`config.mk`:
```
export PLATFORM = sky130hd
export DESIGN_NAME = vec_accel_sequencer
export DESIGN_NICKNAME = d
export VERILOG_FILES = /design/src/rtl/vec_accel_pkg.sv /design/src/rtl/fp_add.sv /design/src/rtl/vec_fetch_unit.sv /design/src/rtl/vec_accel_sequencer.sv
export SDC_FILE = /design/constraint.sdc
export NUM_CORES = 2
export LEC_CHECK = 0
export ABC_AREA = 1
export CORE_MARGIN = 2
export CORE_UTILIZATION = 58
export DETAILED_ROUTE_END_ITERATION = 10
export PLACE_DENSITY = 0.89
export SYNTH_ARGS = -nofsm -noshare
export SYNTH_HDL_FRONTEND = slang
export SYNTH_SLANG_ARGS = --single-unit
```
`constraint.sdc`:
```
create_clock -name clk -period 23.6 [get_ports clk]
set_clock_uncertainty 0.1 [all_clocks]
set_input_delay 4.72 -clock clk [delete_from_list [all_inputs] [get_ports clk]]
set_output_delay 4.72 -clock clk [all_outputs]
set_load 0.03 [all_outputs]
```
`src/rtl/vec_accel_pkg.sv`:
```
`default_nettype none
// ============================================================================
// Module      : vec_accel_pkg
// Description : Shared types and constants for the vector accumulate sequencer
// Revision    : 1.0 - initial release
// ============================================================================
package vec_accel_pkg;

  typedef enum logic [2:0] {
    IDLE    = 3'd0,
    LAUNCH  = 3'd1,
    COMPUTE = 3'd2,
    ACCUM   = 3'd3,
    FINISH  = 3'd4
  } seq_state_t;

  localparam logic [31:0] FP_ZERO     = 32'h0000_0000;
  localparam int          DEF_ADD_LAT = 3;
  localparam int          DEF_STRIDE  = 4;
  localparam int          DEF_CNT_W   = 16;

endpackage
`default_nettype wire

```
`src/rtl/fp_add.sv`:
```
`default_nettype none
// ============================================================================
// Module      : fp_add
// Description : float32 adder, round-to-nearest-even, denormals flushed to
//               zero, fixed LAT-cycle output pipeline
// Revision    : 1.0 - initial release
// ============================================================================
module fp_add #(
  parameter int LAT = 3
) (
  input  logic        clk,
  input  logic        areset,
  input  logic [31:0] a,
  input  logic [31:0] b,
  output logic [31:0] q
);

  logic [31:0] w_big, w_small, w_sum;
  logic [7:0]  w_diff;
  logic [27:0] w_m_big, w_m_sm, w_m_shift, w_m_al, w_m_sum;
  logic        w_sticky, w_round_up;
  logic [24:0] w_mant;
  int          w_exp;
  logic [31:0] r_pipe [LAT];

  // Align, add/subtract, normalise and round in a single combinational pass
  always_comb begin
    w_big   = a;
    w_small = b;
    if (b[30:0] > a[30:0]) begin
      w_big   = b;
      w_small = a;
    end
    w_m_big   = (w_big[30:23] == 8'd0)   ? 28'd0 : {2'b01, w_big[22:0], 3'b000};
    w_m_sm    = (w_small[30:23] == 8'd0) ? 28'd0 : {2'b01, w_small[22:0], 3'b000};
    w_diff    = w_big[30:23] - w_small[30:23];
    w_m_shift = w_m_sm >> w_diff;
    w_sticky  = ((w_m_shift << w_diff) != w_m_sm);
    w_m_al    = w_m_shift | {27'd0, w_sticky};
    w_exp     = int'(w_big[30:23]);
    if (w_big[31] == w_small[31]) w_m_sum = w_m_big + w_m_al;
    else                          w_m_sum = w_m_big - w_m_al;
    if (w_m_sum[27]) begin
      w_m_sum = {1'b0, w_m_sum[27:2], w_m_sum[1] | w_m_sum[0]};
      w_exp   = w_exp + 1;
    end else begin
      for (int i = 0; i < 26; i++) begin
        if ((w_m_sum != 28'd0) && !w_m_sum[26]) begin
          w_m_sum = w_m_sum << 1;
          w_exp   = w_exp - 1;
        end
      end
    end
    w_round_up = w_m_sum[2] & (w_m_sum[1] | w_m_sum[0] | w_m_sum[3]);
    w_mant     = {1'b0, w_m_sum[26:3]} + {24'd0, w_round_up};
    if (w_mant[24]) begin
      w_mant = w_mant >> 1;
      w_exp  = w_exp + 1;
    end
    if ((w_big[30:23] == 8'd0) || (w_m_sum == 28'd0) || (w_exp <= 0)) w_sum = 32'h0;
    else if (w_exp >= 255) w_sum = {w_big[31], 8'hFF, 23'd0};
    else                   w_sum = {w_big[31], 8'(w_exp), w_mant[22:0]};
  end

  // Delay line giving the fixed pipeline latency
  always_ff @(posedge clk) begin
    if (areset) begin
      for (int i = 0; i < LAT; i++) r_pipe[i] <= 32'h0;
    end else begin
      r_pipe[0] <= w_sum;
      for (int i = 1; i < LAT; i++) r_pipe[i] <= r_pipe[i-1];
    end
  end

  assign q = r_pipe[LAT-1];

endmodule
`default_nettype wire

```
`src/rtl/vec_fetch_unit.sv`:
```
`default_nettype none
// ============================================================================
// Module      : vec_fetch_unit
// Description : Avalon-MM read master with one outstanding read and a
//               single-entry prefetch buffer
// Revision    : 1.0 - initial release
// ============================================================================
module vec_fetch_unit
  import vec_accel_pkg::*;
#(
  parameter int CNT_W  = DEF_CNT_W,
  parameter int STRIDE = DEF_STRIDE
) (
  input  logic             clk,
  input  logic             reset,
  input  logic             clear,
  input  logic [31:0]      base_addr,
  input  logic [CNT_W-1:0] n_elem,
  input  logic             take,
  output logic [31:0]      avm_address,
  output logic             avm_read,
  input  logic             avm_waitrequest,
  input  logic [31:0]      avm_readdata,
  input  logic             avm_readdatavalid,
  output logic             buf_valid,
  output logic [31:0]      buf_data
);

  localparam logic [31:0] STRIDE_C = 32'(STRIDE);

  logic [CNT_W-1:0] r_fetch_cnt;
  logic             r_read;
  logic [31:0]      r_address;
  logic             r_outstanding;
  logic             r_buf_valid;
  logic [31:0]      r_buf_data;
  logic             w_accept;
  logic             w_issue;

  assign w_accept = r_read & ~avm_waitrequest;
  assign w_issue  = ~r_read & ~r_buf_valid & ~r_outstanding & ~clear &
                    (r_fetch_cnt < n_elem);

  // Request side: raise a read, hold it and its address until accepted
  always_ff @(posedge clk) begin
    if (reset) begin
      r_read      <= 1'b0;
      r_address   <= 32'h0;
      r_fetch_cnt <= '0;
    end else if (clear) begin
      r_fetch_cnt <= '0;
    end else if (w_accept) begin
      r_read      <= 1'b0;
      r_fetch_cnt <= r_fetch_cnt + CNT_W'(1);
    end else if (w_issue) begin
      r_read      <= 1'b1;
      r_address   <= base_addr + 32'(r_fetch_cnt) * STRIDE_C;
    end
  end

  // Response side: only data matching our own outstanding read is kept
  always_ff @(posedge clk) begin
    if (reset) begin
      r_outstanding <= 1'b0;
      r_buf_valid   <= 1'b0;
      r_buf_data    <= 32'h0;
    end else begin
      if (w_accept) begin
        r_outstanding <= 1'b1;
      end else if (avm_readdatavalid && r_outstanding) begin
        r_outstanding <= 1'b0;
      end
      if (take) begin
        r_buf_valid <= 1'b0;
      end else if (avm_readdatavalid && r_outstanding) begin
        r_buf_valid <= 1'b1;
        r_buf_data  <= avm_readdata;
      end
    end
  end

  assign avm_read    = r_read;
  assign avm_address = r_address;
  assign buf_valid   = r_buf_valid;
  assign buf_data    = r_buf_data;

endmodule
`default_nettype wire

```
`src/rtl/vec_accel_sequencer.sv`:
```
`default_nettype none
// ============================================================================
// Module      : vec_accel_sequencer
// Description : Sums f(x[i]) over a float32 vector in memory, feeding a scalar
//               accelerator and accumulating its results in order
// Revision    : 1.0 - initial release
// ============================================================================
module vec_accel_sequencer
  import vec_accel_pkg::*;
#(
  parameter int ADD_LAT = DEF_ADD_LAT,
  parameter int CNT_W   = DEF_CNT_W,
  parameter int STRIDE  = DEF_STRIDE
) (
  input  logic             clk,
  input  logic             reset,
  input  logic             start,
  input  logic [31:0]      base_addr,
  input  logic [CNT_W-1:0] n_elem,
  output logic             done,
  output logic [31:0]      result,
  output logic [31:0]      avm_address,
  output logic             avm_read,
  input  logic             avm_waitrequest,
  input  logic [31:0]      avm_readdata,
  input  logic             avm_readdatavalid,
  output logic             acc_start,
  output logic [31:0]      acc_x,
  input  logic             acc_done,
  input  logic [31:0]      acc_y
);

  localparam int          CW       = (ADD_LAT < 1) ? 1 : $clog2(ADD_LAT + 1);
  localparam logic [CW-1:0] ADD_LAST = CW'(ADD_LAT);

  seq_state_t       r_state, w_next;
  logic [31:0]      r_base;
  logic [CNT_W-1:0] r_n;
  logic [CNT_W-1:0] r_proc_cnt;
  logic [31:0]      r_sum;
  logic [31:0]      r_result;
  logic [31:0]      r_y;
  logic [31:0]      r_acc_x;
  logic             r_acc_start;
  logic [CW-1:0]    r_add_cnt;
  logic             w_take;
  logic             w_add_done;
  logic             w_start_ok;
  logic             w_buf_valid;
  logic [31:0]      w_buf_data;
  logic [31:0]      w_fp_q;

  assign w_start_ok = (r_state == IDLE) && start;

  vec_fetch_unit #(
    .CNT_W  (CNT_W),
    .STRIDE (STRIDE)
  ) u_fetch (
    .clk               (clk),
    .reset             (reset),
    .clear             (w_start_ok),
    .base_addr         (r_base),
    .n_elem            (r_n),
    .take              (w_take),
    .avm_address       (avm_address),
    .avm_read          (avm_read),
    .avm_waitrequest   (avm_waitrequest),
    .avm_readdata      (avm_readdata),
    .avm_readdatavalid (avm_readdatavalid),
    .buf_valid         (w_buf_valid),
    .buf_data          (w_buf_data)
  );

  // Operands sum and y stay stable for the whole ACCUM window
  fp_add #(
    .LAT (ADD_LAT)
  ) u_add (
    .clk    (clk),
    .areset (reset),
    .a      (r_sum),
    .b      (r_y),
    .q      (w_fp_q)
  );

  // State register
  always_ff @(posedge clk) begin
    if (reset) r_state <= IDLE;
    else       r_state <= w_next;
  end

  // Next-state and control decode
  always_comb begin
    w_next     = r_state;
    w_take     = 1'b0;
    w_add_done = 1'b0;
    unique case (r_state)
      IDLE:    if (start) w_next = (n_elem == '0) ? FINISH : LAUNCH;
      LAUNCH:  if (w_buf_valid) begin
                 w_take = 1'b1;
                 w_next = COMPUTE;
               end
      COMPUTE: if (acc_done) w_next = ACCUM;
      ACCUM:   if (r_add_cnt == ADD_LAST) begin
                 w_add_done = 1'b1;
                 w_next     = ((r_proc_cnt + CNT_W'(1)) < r_n) ? LAUNCH : FINISH;
               end
      FINISH:  w_next = IDLE;
      default: w_next = IDLE;
    endcase
  end

  // Datapath: operand latch, accelerator handoff, accumulation, result
  always_ff @(posedge clk) begin
    if (reset) begin
      r_base      <= 32'h0;
      r_n         <= '0;
      r_proc_cnt  <= '0;
      r_sum       <= FP_ZERO;
      r_result    <= FP_ZERO;
      r_y         <= 32'h0;
      r_acc_x     <= 32'h0;
      r_acc_start <= 1'b0;
      r_add_cnt   <= '0;
    end else begin
      r_acc_start <= w_take;
      case (r_state)
        IDLE: if (start) begin
          r_base     <= base_addr & 32'hFFFF_FFFC;
          r_n        <= n_elem;
          r_proc_cnt <= '0;
          r_sum      <= FP_ZERO;
        end
        LAUNCH: if (w_buf_valid) r_acc_x <= w_buf_data;
        COMPUTE: begin
          r_add_cnt <= '0;
          if (acc_done) r_y <= acc_y;
        end
        ACCUM: begin
          if (w_add_done) begin
            r_sum      <= w_fp_q;
            r_proc_cnt <= r_proc_cnt + CNT_W'(1);
          end else begin
            r_add_cnt  <= r_add_cnt + CW'(1);
          end
        end
        FINISH: r_result <= r_sum;
        default: ;
      endcase
    end
  end

  // The sum is presented directly during the done cycle, then held
  assign done      = (r_state == FINISH);
  assign result    = done ? r_sum : r_result;
  assign acc_start = r_acc_start;
  assign acc_x     = r_acc_x;

endmodule
`default_nettype wire

```
==> results by group, run 1 <==
Outcome
  • Outcome: did not finish
  • Stop stage: global routing
  • First error: [ERROR GRT-0116] Global routing finished with congestion. Check the congestion regions in the DRC Viewer.

Yosys
  • Most area-consuming cells after synthesis: sky130_fd_sc_hd__nand2_1, sky130_fd_sc_hd__dfxtp_1, sky130_fd_sc_hd__nand3_1
  • FFs w/ async S/R, synth: 0%
  • Synthesized instance count: 9365
  • Fraction of the yosys area taken by sequential cells: 14.26%
  • Unique cell type count in the Yosys netlist: 87
  • Number of register bits inferred by synthesis: 373
  • Count of yosys warnings during synthesis: 0
  • Post-synth EDFFs: 0
  • Flip-flop cell with the highest count after synthesis: sky130_fd_sc_hd__dfxtp_1
  • Combined area of all synthesized cells: 52350 um^2
  • Syn avg cell area: 5.590 um^2
  • Post-synthesis cell type with the largest combined area: sky130_fd_sc_hd__nand2_1
  • Share of the synthesized area in the top cell type: 18.41%

Placement
  • Last weighted congestion value of the routability-driven placer: 1.109
  • IO buf count: 212
  • Sum of net half-perimeters after detailed placement: 142800 um
  • Total placed cells including tap cells: 11.70k
  • Post-placement worst setup slack: -3010 ps
  • Cell area after placement: 63700 um^2

Floorplanning
  • Vertical die dimension: 304.4 um
  • Cell Rows: 110
  • Die W: 304.4 um
  • Number of top-level design ports: 217
  • Initial Util: 58.34%

Clock network
  • Number of buffers created by CTS: 35
  • Clk sinks: 373
  • Clock Root Buffer: sky130_fd_sc_hd__clkbuf_16
  • Largest buffer count on any clock path: 3
  • Number of H-tree branching levels: 2

GRT
  • Vias in the first global route: 87.21k
  • Global-route wire length before repair: 542600 um
  • Combined global-route utilization of all metal layers: 74.77%
  • Final global-route overflow total: 1175
  • Largest net degree at the start of global routing: 121
through the flow:
step / hold WS, ps / utilization (%)
3_5_place_dp: 294.8 / 70.98
2_1_floorplan: 288.3 / -
4_1_cts: 301.4 / 77.30
3_3_place_gp: 290.3 / 70.98
synthesized netlist by cell type, drive strengths merged (46+ instances only):
master and count:
xor2 197, ha 144, nand3 1235, a21oi 317, clkinv 47, nor2 1205
nand2 2932, dfxtp 373, clkbuf 179, nor4 46, nand4 307, o21ai 515
inv 1282, nor3 192, xnor2 68, or2 58, buf 90
layer usage:
layer | global-route usage, % | overflow
met1 | 73.97 | 121
met2 | 86.15 | 601
met3 | 68.15 | 124
met4 | 67.28 | 320
met5 | 56.28 | 9
logic make-up after synthesis:
kind of cell	Yosys count	synth area share, %
compound gates	933	9.634
other cells	1	0.007163
fa+ha+maj	146	3.518
mux	7	0.1338
simple gates	6041	54.41
buf+inv	1599	13.35
xor+xnor	265	4.684
flops	373	14.26
repair_timing:
item                                   CTS
hold buffers                             0
endpoints found under the hold margin    0
buffers inserted                       262
resized for setup                      490
pin swaps                              310
setup endpoints to repair               32
gates cloned                            17
==> inputs of run 2 (changes only) <==
Settings changed: CORE_UTILIZATION 58 to 40, PLACE_DENSITY 0.89 to default, PLACE_DENSITY_LB_ADDON from default to 0.15.
Clock period 23.6 ns to 30.7 ns, I/O delays scaled along.
==> run 2 against run 1 <==
Net effect:
- the flow now finishes without violations
- area after synthesis stayed put
- synthesized cell count stayed put
==> results by group, run 2 <==
Placement
  • Sum of net half-perimeters after detailed placement: 148300 um (+3.8%)
  • IO buf count: 212 (unchanged)
  • Last weighted congestion value of the routability-driven placer: 0.9650 (-13%)
  • Total placed cells including tap cells: 11.15k (-4.6%)
  • Post-placement worst setup slack: 371.1 ps (+3381 ps)
  • Cell area after placement: 55610 um^2 (-13%)

GRT
  • Largest net degree at the start of global routing: 92
  • Initial antenna violation count: 4
  • Combined global-route utilization of all metal layers: 25.56%
  • Final global-route overflow total: 0
  • Vias in the first global route: 52.38k
  • Global-route wire length before repair: 283500 um

Yosys
  • Most area-consuming cells after synthesis: sky130_fd_sc_hd__nand2_1, sky130_fd_sc_hd__dfxtp_1, sky130_fd_sc_hd__nand3_1
  • Fraction of the yosys area taken by sequential cells: 14.26% (unchanged)
  • Dominant combinational cell family by area after synthesis: simple AND/OR/NAND/NOR gates
  • Flip-flop cell with the highest count after synthesis: sky130_fd_sc_hd__dfxtp_1
  • Post-synth EDFFs: 0 (unchanged)
  • Syn avg cell area: 5.590 um^2 (unchanged)
  • Most frequently used cell type in the post-synthesis netlist: sky130_fd_sc_hd__nand2_1
  • Commonest cells in the netlist: sky130_fd_sc_hd__nand2_1, sky130_fd_sc_hd__inv_1, sky130_fd_sc_hd__nand3_1
  • Synthesized instance count: 9365 (unchanged)
  • Synth Area in Compound Gates: 9.634% (unchanged)
  • Count of yosys warnings during synthesis: 0 (unchanged)
  • Multiplexer share of the synthesized area: 0.1338% (unchanged)
  • Post-synthesis cell type with the largest combined area: sky130_fd_sc_hd__nand2_1
  • FFs w/ async S/R, synth: 0% (unchanged)
  • Adder-cell share of the synthesized area: 3.518% (unchanged)
  • Share of the synthesized area in the top cell type: 18.41% (unchanged)
  • Unique cell type count in the Yosys netlist: 87 (unchanged)
  • Basic-gate share of the synthesized area counting and, or, nand and nor cells: 54.41% (unchanged)
  • Combined area of all synthesized cells: 52350 um^2 (unchanged)
  • Number of register bits inferred by synthesis: 373 (unchanged)
  • Post-Synth XOR/XNOR Area: 4.684% (unchanged)

Worst setup path
  • Crit path capture: u_add.r_pipe[0][22]$_SDFF_PP0_
  • Arrival time of data at the critical path endpoint: 28740 ps
  • Worst reg2reg startpoint: r_sum[15]$_SDFFE_PP0P_
  • Reg-to-reg setup timing slack: 2360 ps
  • CP Launch Type: flip-flop
  • Reg-to-reg critical path endpoint: u_add.r_pipe[0][22]$_SDFF_PP0_
  • Data required time at the worst endpoint: 31100 ps
  • Maximum fanout count along the critical path: 14
  • Worst Setup End Kind: flip-flop
  • Delay of the slowest cell on the worst path: 450 ps
  • Number of cells on the worst reg-to-reg path: 182
  • Critical-path cell with the highest stage delay: sky130_fd_sc_hd__dfxtp_1
  • Startpoint-to-endpoint class of the critical path: flip-flop to flip-flop
  • Critical Path Source: r_sum[15]$_SDFFE_PP0P_
  • Most numerous cell on the critical path: sky130_fd_sc_hd__nand2_1

Timing
  • Setup violations, final: 0
  • Max-slew violation total from the final report: 0
  • Actual slew at the worst max-slew pin: 1179 ps
  • Total Negative Setup Slacks: 0 ps
  • Final critical-path share of the clock period: 92.30%
  • Max-Slew Margin vs Limit: 21.10%
  • Upper clock frequency limit: 35.29 MHz
  • Clock period minus final worst setup slack: 28340 ps
  • Final critical-path setup slack: 2364 ps
  • Hold violation total from the final report: 0

Clock network
  • Clock tree from TritonCTS: done
  • Number of H-tree branching levels: 2 (unchanged)
  • Number of buffers created by CTS: 41 (+17%)
  • Largest buffer count on any clock path: 3 (unchanged)
  • Clock network latency to the later pin of the worst-skew pair: 590 ps
  • Clock slew seen by the registers of the worst setup and hold paths: 70 ps
  • Clock Root Buffer: sky130_fd_sc_hd__clkbuf_16
  • Clk sinks: 373 (unchanged)

Route
  • Sum of routed wire length over all layers: 181400 um
  • Via-to-Cell Ratio: 5.192
  • Detailed-routing iteration count for the pre-antenna-repair pass: 6
  • Total number of vias: 58.49k
  • Number of design-rule violations left by the first detailed-router iteration: 4619
  • Count of nets left with antenna violations after detail routing: 0
  • Remaining design rule violation count: 0
  • Wire length per cell: 16.10 um

Cells and area
  • Final net count: 9753
  • Cell area after layout: 57760 um^2
  • Layout cells sized above 1: 12.88%
  • Largest register FFs: 96
  • Area growth from synthesis to layout: 10.32%
  • Cell Count, Final, Fillers Out: 11.27k
  • Most frequent cells in the layout: sky130_fd_sc_hd__nand2_1, sky130_fd_sc_hd__inv_1, sky130_fd_sc_hd__nand3_1, sky130_fd_sc_hd__nor2_1, sky130_fd_sc_hd__o21ai_0
  • Register ranked first by flip-flop count: u_add.r_pipe
  • Most common cell after layout, fill and taps aside: sky130_fd_sc_hd__nand2_1

Floorplanning
  • Core Footprint: 129600 um^2
  • Die area: 133800 um^2
  • Initial Util: 40.38% (-18 points)
  • Cell Rows: 132 (+20%)
  • Die W: 365.8 um (+20%)
  • Number of top-level design ports: 217 (unchanged)
  • Vertical die dimension: 365.8 um (+20%)

Outcome
  • Outcome: completed

Min path
  • Type of the tightest min-delay check: flip-flop to flip-flop

Run
  • Number of violations of the max-capacitance limit: 0
run 2: cell counts after synthesis:
No cell type changed its count.
run 2: cells by family (layout without fill, tap and decap cells):
kind of cell,after synthesis,count (layout)
multiplexers,7,7
flip-flops,373,373
buffers and inverters,1599,1748
other,1,4
adder cells (fa/ha/maj),146,146
AO/OA/AOI/OAI,933,933
AND/OR/NAND/NOR,6041,6048
XOR/XNOR,265,265
run 2: area by class of cell:
cell class / count / area (um^2)
fill: 14270 / 71890
multi-input combinational: 7401 / 38390
sequential: 373 / 7477
inverter: 1329 / 5029
timing repair buffer: 343 / 3268
tap: 1742 / 2180
clock buffer: 57 / 1186
clock inverter: 19 / 220.2
antenna: 2 / 5.005
run 2: critical path, delay by kind of cell (launching register included):
family          cells  cell delay [ps]
buf+inv            24             2120
compound gates     25             4510
simple gates      102            12990
fa+ha+maj          25             6940
mux                 1              220
xor+xnor            5              820
flops               1              450
run 2: per-layer routing:
layer	global-route usage [%]	vias to the layer above	part of all wire (%)
li1	-	30400	-
met1	35.99	26510	48
met2	42.16	1375	45
met3	2.031	200	5.1
met4	5.745	4	2.3
met5	0	-	0.015
run 2: metrics by stage:
stage / util (%) / hold WS, ps
after detailed placement: 42.89 / 292.1
after global placement: 42.89 / 291.5
after CTS: 43.98 / 300.5
after floorplan: - / 288.3
after global routing: 44.55 / 315.8
final: 44.55 / 299.0
run 2: what timing repair did:
action,CTS,global route
setup buffers,0,27
resized for setup,0,97
setup endpoints to repair,0,32
hold buffers,0,0
run 2: how the worst min path moves through the flow:
stage / from / end / slack (ps) / cells after the start
floorplan: u_add.r_pipe[0][0]$_SDFF_PP0_ / u_add.r_pipe[0][32]$_SDFF_PP0_ / 290 / 2
global placement: u_add.r_pipe[0][29]$_SDFF_PP0_ / u_add.r_pipe[0][61]$_SDFF_PP0_ / 290 / 2
detailed placement: u_add.r_pipe[0][43]$_SDFF_PP0_ / u_add.r_pipe[0][75]$_SDFF_PP0_ / 290 / 2
CTS: u_add.r_pipe[0][46]$_SDFF_PP0_ / u_add.r_pipe[0][78]$_SDFF_PP0_ / 300 / 2
global route: u_add.r_pipe[0][32]$_SDFF_PP0_ / u_add.r_pipe[0][64]$_SDFF_PP0_ / 320 / 2
finish: u_add.r_pipe[0][46]$_SDFF_PP0_ / u_add.r_pipe[0][78]$_SDFF_PP0_ / 300 / 2
Power of run 2 is not shown: default switching activity piles up to over one toggle a cycle in this logic, so the estimate is an artifact.
